===== src/rtl/regfile_writeback_if.sv =====
// Bus bundle between decode/ALU/load unit (master) and the writeback block (slave).
// Forwarding signals exist only when WB_BYPASS_EN is defined.
interface regfile_writeback_if #(
  parameter int PTR_W = 2
);
  logic             alu_valid;
  logic [4:0]       alu_rd;
  logic [31:0]      alu_data;
  logic             alu_ready;
  logic             mem_req_valid;
  logic [4:0]       mem_req_rd;
  logic             mem_req_ready;
  logic             mem_resp_valid;
  logic [31:0]      mem_resp_data;
  logic [4:0]       rs1_q;
  logic [4:0]       rs2_q;
  logic             rs1_busy;
  logic             rs2_busy;
  logic             wb_we;
  logic [4:0]       wb_rd;
  logic [31:0]      wb_wd;
  logic [PTR_W:0]   pend_count;
  logic             err_resp;
`ifdef WB_BYPASS_EN
  logic             fwd1_hit;
  logic             fwd2_hit;
  logic [31:0]      fwd1_data;
  logic [31:0]      fwd2_data;
`endif

  modport master (
    output alu_valid, alu_rd, alu_data, mem_req_valid, mem_req_rd,
           mem_resp_valid, mem_resp_data, rs1_q, rs2_q,
`ifdef WB_BYPASS_EN
    input  fwd1_hit, fwd2_hit, fwd1_data, fwd2_data,
`endif
    input  alu_ready, mem_req_ready, rs1_busy, rs2_busy,
           wb_we, wb_rd, wb_wd, pend_count, err_resp
  );

  modport slave (
    input  alu_valid, alu_rd, alu_data, mem_req_valid, mem_req_rd,
           mem_resp_valid, mem_resp_data, rs1_q, rs2_q,
`ifdef WB_BYPASS_EN
    output fwd1_hit, fwd2_hit, fwd1_data, fwd2_data,
`endif
    output alu_ready, mem_req_ready, rs1_busy, rs2_busy,
           wb_we, wb_rd, wb_wd, pend_count, err_resp
  );
endinterface


===== src/rtl/regfile_writeback.sv =====
// Register-file write port arbiter: in-order load writeback (priority) and ALU results,
// with a pending-load queue and busy scoreboard. WB_BYPASS_EN adds writeback forwarding.
module regfile_writeback #(
  parameter int PEND_DEPTH = 4,
  parameter int PTR_W      = 2
) (
  input  logic               clk,
  input  logic               rst,
  regfile_writeback_if.slave bus
);
  logic [4:0]       pend_mem [PEND_DEPTH];
  logic [PTR_W-1:0] rd_ptr_reg;
  logic [PTR_W-1:0] wr_ptr_reg;
  logic [PTR_W:0]   count_reg;
  logic [PTR_W:0]   count_next;
  logic [31:0]      busy_reg;
  logic [31:0]      busy_next;
  logic             wb_we_reg;
  logic [4:0]       wb_rd_reg;
  logic [31:0]      wb_wd_reg;
  logic             err_reg;

  logic             full;
  logic             resp_pop;
  logic             req_ready;
  logic             req_accept;
  logic             alu_ready;
  logic             alu_accept;
  logic [4:0]       head_rd;

  assign full       = (count_reg == (PTR_W+1)'(PEND_DEPTH));
  assign head_rd    = pend_mem[rd_ptr_reg];
  assign resp_pop   = bus.mem_resp_valid && (count_reg != '0);
  // Ready looks only at registered state, so a same-cycle pop never frees a full queue.
  assign req_ready  = !full && !busy_reg[bus.mem_req_rd];
  assign req_accept = bus.mem_req_valid && req_ready;
  assign alu_ready  = !resp_pop && !((bus.alu_rd != 5'd0) && busy_reg[bus.alu_rd]);
  assign alu_accept = bus.alu_valid && alu_ready;

  always_comb begin
    count_next = count_reg;
    if (req_accept && !resp_pop) count_next = count_reg + 1'b1;
    else if (!req_accept && resp_pop) count_next = count_reg - 1'b1;
  end

  // A busy rd is never re-reserved, so set and clear cannot collide on one bit.
  assign busy_next[0] = 1'b0;
  for (genvar gi = 1; gi < 32; gi++) begin : g_busy
    assign busy_next[gi] = (req_accept && (bus.mem_req_rd == 5'(gi))) ||
                           (busy_reg[gi] && !(resp_pop && (head_rd == 5'(gi))));
  end

  always_ff @(posedge clk) begin
    if (req_accept) pend_mem[wr_ptr_reg] <= bus.mem_req_rd;
  end

  always_ff @(posedge clk or posedge rst) begin
    if (rst) begin
      rd_ptr_reg <= '0;
      wr_ptr_reg <= '0;
      count_reg  <= '0;
      busy_reg   <= '0;
      wb_we_reg  <= 1'b0;
      wb_rd_reg  <= 5'd0;
      wb_wd_reg  <= 32'd0;
      err_reg    <= 1'b0;
    end else begin
      if (req_accept) wr_ptr_reg <= wr_ptr_reg + 1'b1;
      if (resp_pop)   rd_ptr_reg <= rd_ptr_reg + 1'b1;
      count_reg <= count_next;
      busy_reg  <= busy_next;
      if (bus.mem_resp_valid && (count_reg == '0)) err_reg <= 1'b1;

      if (resp_pop) begin
        wb_we_reg <= (head_rd != 5'd0);
        wb_rd_reg <= head_rd;
        wb_wd_reg <= bus.mem_resp_data;
      end else if (alu_accept) begin
        wb_we_reg <= (bus.alu_rd != 5'd0);
        wb_rd_reg <= bus.alu_rd;
        wb_wd_reg <= bus.alu_data;
      end else begin
        wb_we_reg <= 1'b0;
      end
    end
  end

  assign bus.alu_ready     = alu_ready;
  assign bus.mem_req_ready = req_ready;
  assign bus.rs1_busy      = busy_reg[bus.rs1_q];
  assign bus.rs2_busy      = busy_reg[bus.rs2_q];
  assign bus.wb_we         = wb_we_reg;
  assign bus.wb_rd         = wb_rd_reg;
  assign bus.wb_wd         = wb_wd_reg;
  assign bus.pend_count    = count_reg;
  assign bus.err_resp      = err_reg;

`ifdef WB_BYPASS_EN
  assign bus.fwd1_hit  = wb_we_reg && (wb_rd_reg == bus.rs1_q) && (bus.rs1_q != 5'd0);
  assign bus.fwd2_hit  = wb_we_reg && (wb_rd_reg == bus.rs2_q) && (bus.rs2_q != 5'd0);
  assign bus.fwd1_data = wb_wd_reg;
  assign bus.fwd2_data = wb_wd_reg;
`endif
endmodule


===== src/flat_wrapper.sv =====
// flat-port wrapper written by rule: the top's interface ports become plain ports
module regfile_writeback_flat 
#(
  parameter int PEND_DEPTH = 4,
  parameter int PTR_W      = 2
)
  (clk, rst, bus_alu_valid, bus_alu_rd, bus_alu_data, bus_mem_req_valid, bus_mem_req_rd, bus_mem_resp_valid, bus_mem_resp_data, bus_rs1_q, bus_rs2_q, bus_alu_ready, bus_mem_req_ready, bus_rs1_busy, bus_rs2_busy, bus_wb_we, bus_wb_rd, bus_wb_wd, bus_pend_count, bus_err_resp);
  regfile_writeback_if #(.PTR_W(PTR_W)) bus_i ();
  input  logic clk;
  input  logic rst;
  input wire logic [$bits(bus_i.alu_valid)-1:0] bus_alu_valid;
  input wire logic [$bits(bus_i.alu_rd)-1:0] bus_alu_rd;
  input wire logic [$bits(bus_i.alu_data)-1:0] bus_alu_data;
  input wire logic [$bits(bus_i.mem_req_valid)-1:0] bus_mem_req_valid;
  input wire logic [$bits(bus_i.mem_req_rd)-1:0] bus_mem_req_rd;
  input wire logic [$bits(bus_i.mem_resp_valid)-1:0] bus_mem_resp_valid;
  input wire logic [$bits(bus_i.mem_resp_data)-1:0] bus_mem_resp_data;
  input wire logic [$bits(bus_i.rs1_q)-1:0] bus_rs1_q;
  input wire logic [$bits(bus_i.rs2_q)-1:0] bus_rs2_q;
  output wire logic [$bits(bus_i.alu_ready)-1:0] bus_alu_ready;
  output wire logic [$bits(bus_i.mem_req_ready)-1:0] bus_mem_req_ready;
  output wire logic [$bits(bus_i.rs1_busy)-1:0] bus_rs1_busy;
  output wire logic [$bits(bus_i.rs2_busy)-1:0] bus_rs2_busy;
  output wire logic [$bits(bus_i.wb_we)-1:0] bus_wb_we;
  output wire logic [$bits(bus_i.wb_rd)-1:0] bus_wb_rd;
  output wire logic [$bits(bus_i.wb_wd)-1:0] bus_wb_wd;
  output wire logic [$bits(bus_i.pend_count)-1:0] bus_pend_count;
  output wire logic [$bits(bus_i.err_resp)-1:0] bus_err_resp;
  assign bus_i.alu_valid = bus_alu_valid;
  assign bus_i.alu_rd = bus_alu_rd;
  assign bus_i.alu_data = bus_alu_data;
  assign bus_i.mem_req_valid = bus_mem_req_valid;
  assign bus_i.mem_req_rd = bus_mem_req_rd;
  assign bus_i.mem_resp_valid = bus_mem_resp_valid;
  assign bus_i.mem_resp_data = bus_mem_resp_data;
  assign bus_i.rs1_q = bus_rs1_q;
  assign bus_i.rs2_q = bus_rs2_q;
  assign bus_alu_ready = bus_i.alu_ready;
  assign bus_mem_req_ready = bus_i.mem_req_ready;
  assign bus_rs1_busy = bus_i.rs1_busy;
  assign bus_rs2_busy = bus_i.rs2_busy;
  assign bus_wb_we = bus_i.wb_we;
  assign bus_wb_rd = bus_i.wb_rd;
  assign bus_wb_wd = bus_i.wb_wd;
  assign bus_pend_count = bus_i.pend_count;
  assign bus_err_resp = bus_i.err_resp;
  regfile_writeback #(.PEND_DEPTH(PEND_DEPTH), .PTR_W(PTR_W)) u_core (.clk(clk), .rst(rst), .bus(bus_i));
endmodule

===== config.mk =====
export PLATFORM = sky130hd
export DESIGN_NAME = regfile_writeback_flat
export DESIGN_NICKNAME = d
export VERILOG_FILES = /design/src/rtl/regfile_writeback_if.sv /design/src/rtl/regfile_writeback.sv /design/src/flat_wrapper.sv
export SDC_FILE = /design/constraint.sdc
export NUM_CORES = 1
export LEC_CHECK = 0
export CORE_MARGIN = 10
export CORE_UTILIZATION = 35
export DETAILED_ROUTE_END_ITERATION = 16
export PLACE_DENSITY = 0.6
export SETUP_SLACK_MARGIN = 0.1
export SYNTH_ARGS = -nofsm -noshare
export SYNTH_HDL_FRONTEND = slang
export SYNTH_SLANG_ARGS = --single-unit

===== constraint.sdc =====
create_clock -name clk -period 2.75 [get_ports clk]
set_clock_uncertainty 0.1 [all_clocks]
set_input_delay 0.4125 -clock clk [delete_from_list [all_inputs] [get_ports clk]]
set_output_delay 0.4125 -clock clk [all_outputs]
set_load 0.02 [all_outputs]

======== Word-level counts from Yosys, hierarchy flattened ========
Memory sizes are Yosys's and may differ from the RTL's.
Cells that the tools add are included.
cells by class
  add/subtract/negate cells ............... 4
  magnitude comparators ................... 4
  equality and inequality tests ........... 63
  multiplexer cells ....................... 18
  reductions and logical operators ........ 175
operators by type and width
  cell                                                         number
  equality test 5 bit (second input constant)                  32
  logical AND 1 bit                                            102
  equality test 5 x 4 -> 1 bit (second input constant)         16
  two-way mux 32 bit                                           2
  equality test 5 x 3 -> 1 bit (second input constant)         8
  logical NOT 1 bit                                            36
  logical OR 1 bit                                             31
  less-than comparator 5 x 6 -> 1 bit (second input constant)  4
  binary-select mux 1 bit (select 5 bit)                       4
  equality test 5 x 2 -> 1 bit (second input constant)         4
  equality test 5 x 1 -> 1 bit (second input constant)         2
  two-way mux 5 bit                                            2
  nonzero test 5 bit                                           2
  two-way mux 1 bit                                            8
  two-way mux 3 bit                                            2
  adder 2 x 1 -> 2 bit (second input constant)                 2
  nonzero test 2 bit                                           2
  adder 3 x 1 -> 3 bit (second input constant)                 1
  equality test 3 bit (second input constant)                  1
  logical NOT 3 bit                                            1
  nonzero test 3 bit                                           1
  subtractor 3 x 1 -> 3 bit (second input constant)            1
storage, ports and cells
  register bits after elaboration ......... 77
  bits in writable memories ............... 20
  input bits .............................. 89
  output and inout port bits .............. 46
  word-level logic and storage cells ...... 273
  memories ................................ 1
memories
  name             words  bits a word  rd ports  clocked after memory_dff  wr ports  line                     source
  u_core.pend_mem  4      5            1         0                         1         regfile_writeback.sv:11  logic [4:0] pend_mem [PEND_DEPTH];

======== Logic depth before layout (Yosys ltp) ========
  depth after elaboration ................. 9
  mapped depth ............................ 14
  depth with buffers taken out ............ 11

======== Worst setup path before layout ========
No wires, ideal clock.
  path kind ............................... in2reg
  start ................................... input bus_mem_req_rd[0]
  end ..................................... register u_core.count_reg[1], in the netlist u_core.bus.pend_count[1]
  setup time .............................. 0.125 ns
  arrival ................................. 2.956 ns
  required time ........................... 2.525 ns
  setup slack ............................. -0.431 ns
  cell stages on the path ................. 11
  path buffers ............................ 3
  cells stage by stage .................... buf_2 -> buf_2 -> mux4_2 -> mux2_2 -> o2111ai_1 -> buf_2 -> inv_1 -> ha_1 -> inv_1 -> fa_1 -> mux2_2
on the way
  elaborated cells between the ends (all ways) .. 10
  those cells by class .................... 3 x mux; 7 x reduce/logical
RTL lines
  element                                  line                     source
  from (decl)                              flat_wrapper.sv:15       input wire logic [$bits(bus_i.mem_req_rd)-1:0] bus_mem_req_rd;
  binary-select mux 1 bit (select 5 bit)   regfile_writeback.sv:35  assign req_ready = !full && !busy_reg[bus.mem_req_rd];
  two-way mux 1 bit (implied by the code)  regfile_writeback.sv:35
  logical NOT 1 bit                        regfile_writeback.sv:35
  logical AND 1 bit                        regfile_writeback.sv:35
  logical AND 1 bit                        regfile_writeback.sv:36  assign req_accept = bus.mem_req_valid && req_ready;
  via u_core.req_accept                    regfile_writeback.sv:26  logic req_accept;
  logical AND 1 bit                        regfile_writeback.sv:42  if (req_accept && !resp_pop) count_next = count_reg + 1'b1;
  two-way mux 3 bit                        regfile_writeback.sv:42
  via u_core.count_next[1]                 regfile_writeback.sv:15  logic [PTR_W:0] count_next;
  to (signal assigned)                     regfile_writeback.sv:70  count_reg <= count_next;
  to (decl)                                regfile_writeback.sv:14  logic [PTR_W:0] count_reg;
The timed path passes the listed nets, and every way through them passes these cells. The select of a mux whose other input is x is not followed.
A chain may end at the register's enable or synchronous reset.

======== Worst setup path in the final report ========
  start ................................... register u_core.busy_reg[28]
  end ..................................... output bus_rs2_busy
on the way
  longest elaborated chain between the ends .. 2
ends and longest elaborated chain
  element                                  line                     source
  from (decl)                              regfile_writeback.sv:16  logic [31:0] busy_reg;
  from (signal assigned)                   regfile_writeback.sv:71  busy_reg <= busy_next;
  binary-select mux 1 bit (select 5 bit)   regfile_writeback.sv:91  assign bus.rs2_busy = busy_reg[bus.rs2_q];
  two-way mux 1 bit (implied by the code)  regfile_writeback.sv:91
  to (decl)                                flat_wrapper.sv:23       output wire logic [$bits(bus_i.rs2_busy)-1:0] bus_rs2_busy;
No other way between the ends. The select of a mux whose other input is x is not followed.

==> impl_metrics.toml <==
[worst_setup_path]
path_class = "flip-flop to primary output"
worst-r2r-cell-count = 11
startpoint_type = "flip-flop"
cp.depth = 5
crit_path_top_delay_cell = "mux4_2"
slowest_delay_ps = 490
cp_top_family = "multiplexers"
path_buf_inv = 2
crit_required_ps = 2240
cpMostUsedCell = "mux4_2"
critPathCaptureType = "primary output"
crit_chain = "buf_4, mux4_2, mux4_2, mux2_4, buf_6"
crit_arrival_ps = 2260
cp_max_fo = 3

[clock_network]
clock_sinks = 97
cts-buffers-inserted = 9
cts_buffer_depth = 2
clk_pin_slew_ps = 70
clkLatencyLatePin_ps = 350
h-tree-depth = 3
root_buffer = "clkbuf_16"
hold_buffers = 0
cts_tree = "done"

[yosys]
syn_area_um2 = 5480
synth_top_area_cell = "dfrtp_1"
synthCells = 502
synth_top_area_share_pct = 35.1
synth_area_leaders = "dfrtp_1, mux4_2, edfxtp_1"
avgSynthCellArea_um2 = 10.9
seq_area_frac_synth_pct = 46.1
synth-edff-count = 20
synth_warnings = 0
ys_async_sr_fraction_pct = 79.4
syn_nets = 597
netlist_top_cells_count = "dfrtp_1, o21ai_0, nor2_1, nand3_1"
synthFlopType = "dfrtp_1"
synth.distinct_cells = 45
synth.most_common_cell = "dfrtp_1"
ys_ff_latch = 97

[layout]
area_growth_pct = 48.2
utilization_pct = 53.3
multi_input_area_um2 = 2850
ff_latch_area_um2 = 2530
diodes = 0
drive_gt1_share_pct = 26.2
largest_register_ffs = 32
fill_cells = 1309
nets = 782

[floorplan]
die-width_um = 145
rows = 45
ios = 135
fp.dieArea_um2 = 21100
fp.coreArea_um2 = 15300
die_h_um = 145
start_util_pct = 35.9

[sta]
tightest_slew_ps = 516
finalSetupViolCount = 4
slew_viol_final = 0
fin_crit_ps = 2770
rsz0062_at_grt = "true"
fmax_mhz = 361
final_hold_viol_count = 0
fin_ws_ps = -23.3
final.setup.tns_ps = -54.8
fin_crit_sh_pct = 101
relSlewSlack_pct = 65.6

[place]
place_hpwl_mm = 14.2
io_buffers = 134
place_congestion = 0.920

[global_routing]
grt_pass1_vias = 5069
grt_use_met2_pct = 28.4
grt_pass1_wl_mm = 30.0
grt_overflow_total = 0
grt-busiest-layer = "met2"
antenna_found_initial = 0
grt_use_met1_pct = 23.4
grt_max_degree = 57
grt_usage_pct = 17.7
grtUsageMet3_pct = 3.66

[routing]
remaining_drc_errors = 0
routedWlPerCell_um = 21.1
drtIter0Drc = 338
avgViaCountPerCell = 5.57
postRouteAntennaNets = 0
vias = 5031
firstDrtPassIters = 5
finalWirelength_mm = 19.0

[pwr]
finalPower_w = 0.00781
vdd.ir_drop.worst_uv = 530
p_leak_nw = 3.19
power_density_nw_per_um2 = 961

[hold_path]
holdCritPathClass = "input pin to async pin"

[job]
drv_cap = 0

[outcome]
status = "finished, violations left"
violations = "negative setup slack"
[power breakdown]
part           switching, W  leakage, nW  internal, W
clock network      0.000587        0.135     0.000627
registers          0.000503         1.09      0.00204
logic               0.00198         1.96      0.00208
total               0.00307         3.19      0.00474
[logic make-up after synthesis]
family	after synthesis	synth area share (%)
AOI/OAI and AO/OA	154	17.4
xor gates and xnor gates	6	0.958
adders and majority gates	6	1.51
buffers and inverters	54	4.36
DFF	97	46.1
muxes	53	18.2
and+or+nand+nor	132	11.6
[path summary, 6_finish.rpt]
kind	slack, ps	endpoint	start
worst max-delay path	-20	bus_rs2_busy	u_core.busy_reg[28]$_DFF_PP0_
worst min-delay path	210	u_core.bus.wb_wd[27]$_DFFE_PP0P_	rst
worst max register to register	0	u_core.bus.pend_count[2]$_DFFE_PP0P_	u_core.busy_reg[18]$_DFF_PP0_
worst min register to register	370	u_core.bus.err_resp$_DFFE_PP0P_	u_core.bus.err_resp$_DFFE_PP0P_
max in group asynchronous	1780	u_core.busy_reg[1]$_DFF_PP0_	rst
min in group clk	370	u_core.bus.err_resp$_DFFE_PP0P_	u_core.bus.err_resp$_DFFE_PP0P_
[per-layer routing]
layer	part of all wire, %	vias up
met4	2.5	0
met2	47	285
met5	0	-
met3	7.4	36
li1	-	2297
met1	43	2413
[cell type report]
class,instances,share of cell area [%]
Multi-Input combinational cell,351,35.0
Sequential cell,97,31.1
Timing Repair Buffer,218,26.7
Tap cell,211,3.25
Clock buffer,10,2.82
Clock inverter,6,0.616
Inverter,10,0.493
[through the flow]
| step | cell area (um^2) | hold slack, ps | setup WS, ps | cells |
|---|---|---|---|---|
| floorplan | 5530 | 397 | -198 | 502 |
| global placement | 7580 | 339 | -726 | 874 |
| detailed placement | 7580 | 352 | -749 | 874 |
| CTS | 8060 | 195 | -32.9 | 898 |
| global route | 8130 | 217 | -151 | 903 |
| finish | 8130 | 207 | -23.3 | 903 |
[repair_timing]
| item | in CTS | in global routing |
|---|---|---|
| resized for setup | 59 | 9 |
| pin swaps | 8 | 3 |
| cloned | 2 | 1 |
| setup buffers | 6 | 4 |
| endpoints found under the setup margin | 59 | 28 |
[placed cells by master (no fill, tap or decap), types with 3 or more instances in the layout]
cell	n
nor2_1	47
ha_1	4
mux4_2	36
o21ai_1	3
mux2_2	8
clkdlybuf4s15_2	3
buf_4	64
edfxtp_1	20
o21ai_0	68
nand3_1	39
nand2b_1	10
clkdlybuf4s50_1	122
buf_12	9
mux2_4	4
nand3b_1	3
buf_6	12
or2_2	3
mux2i_1	4
inv_2	3
nand2_1	12
o31ai_1	31
inv_1	6
or3_1	4
nor2b_1	5
a31oi_1	36
dfrtp_1	75
clkbuf_16	9
xnor2_1	4
[worst register-to-register path, delay by kind of cell (launching register included)]
| family | cells | cell delay [ps] |
|---|---|---|
| flops | 1 | 420 |
| buf+inv | 2 | 120 |
| mux | 2 | 930 |
| fa+ha+maj | 2 | 450 |
| xor+xnor | 2 | 280 |
| compound gates | 1 | 130 |
| simple gates | 2 | 220 |
(Power assumes the default switching activity.)
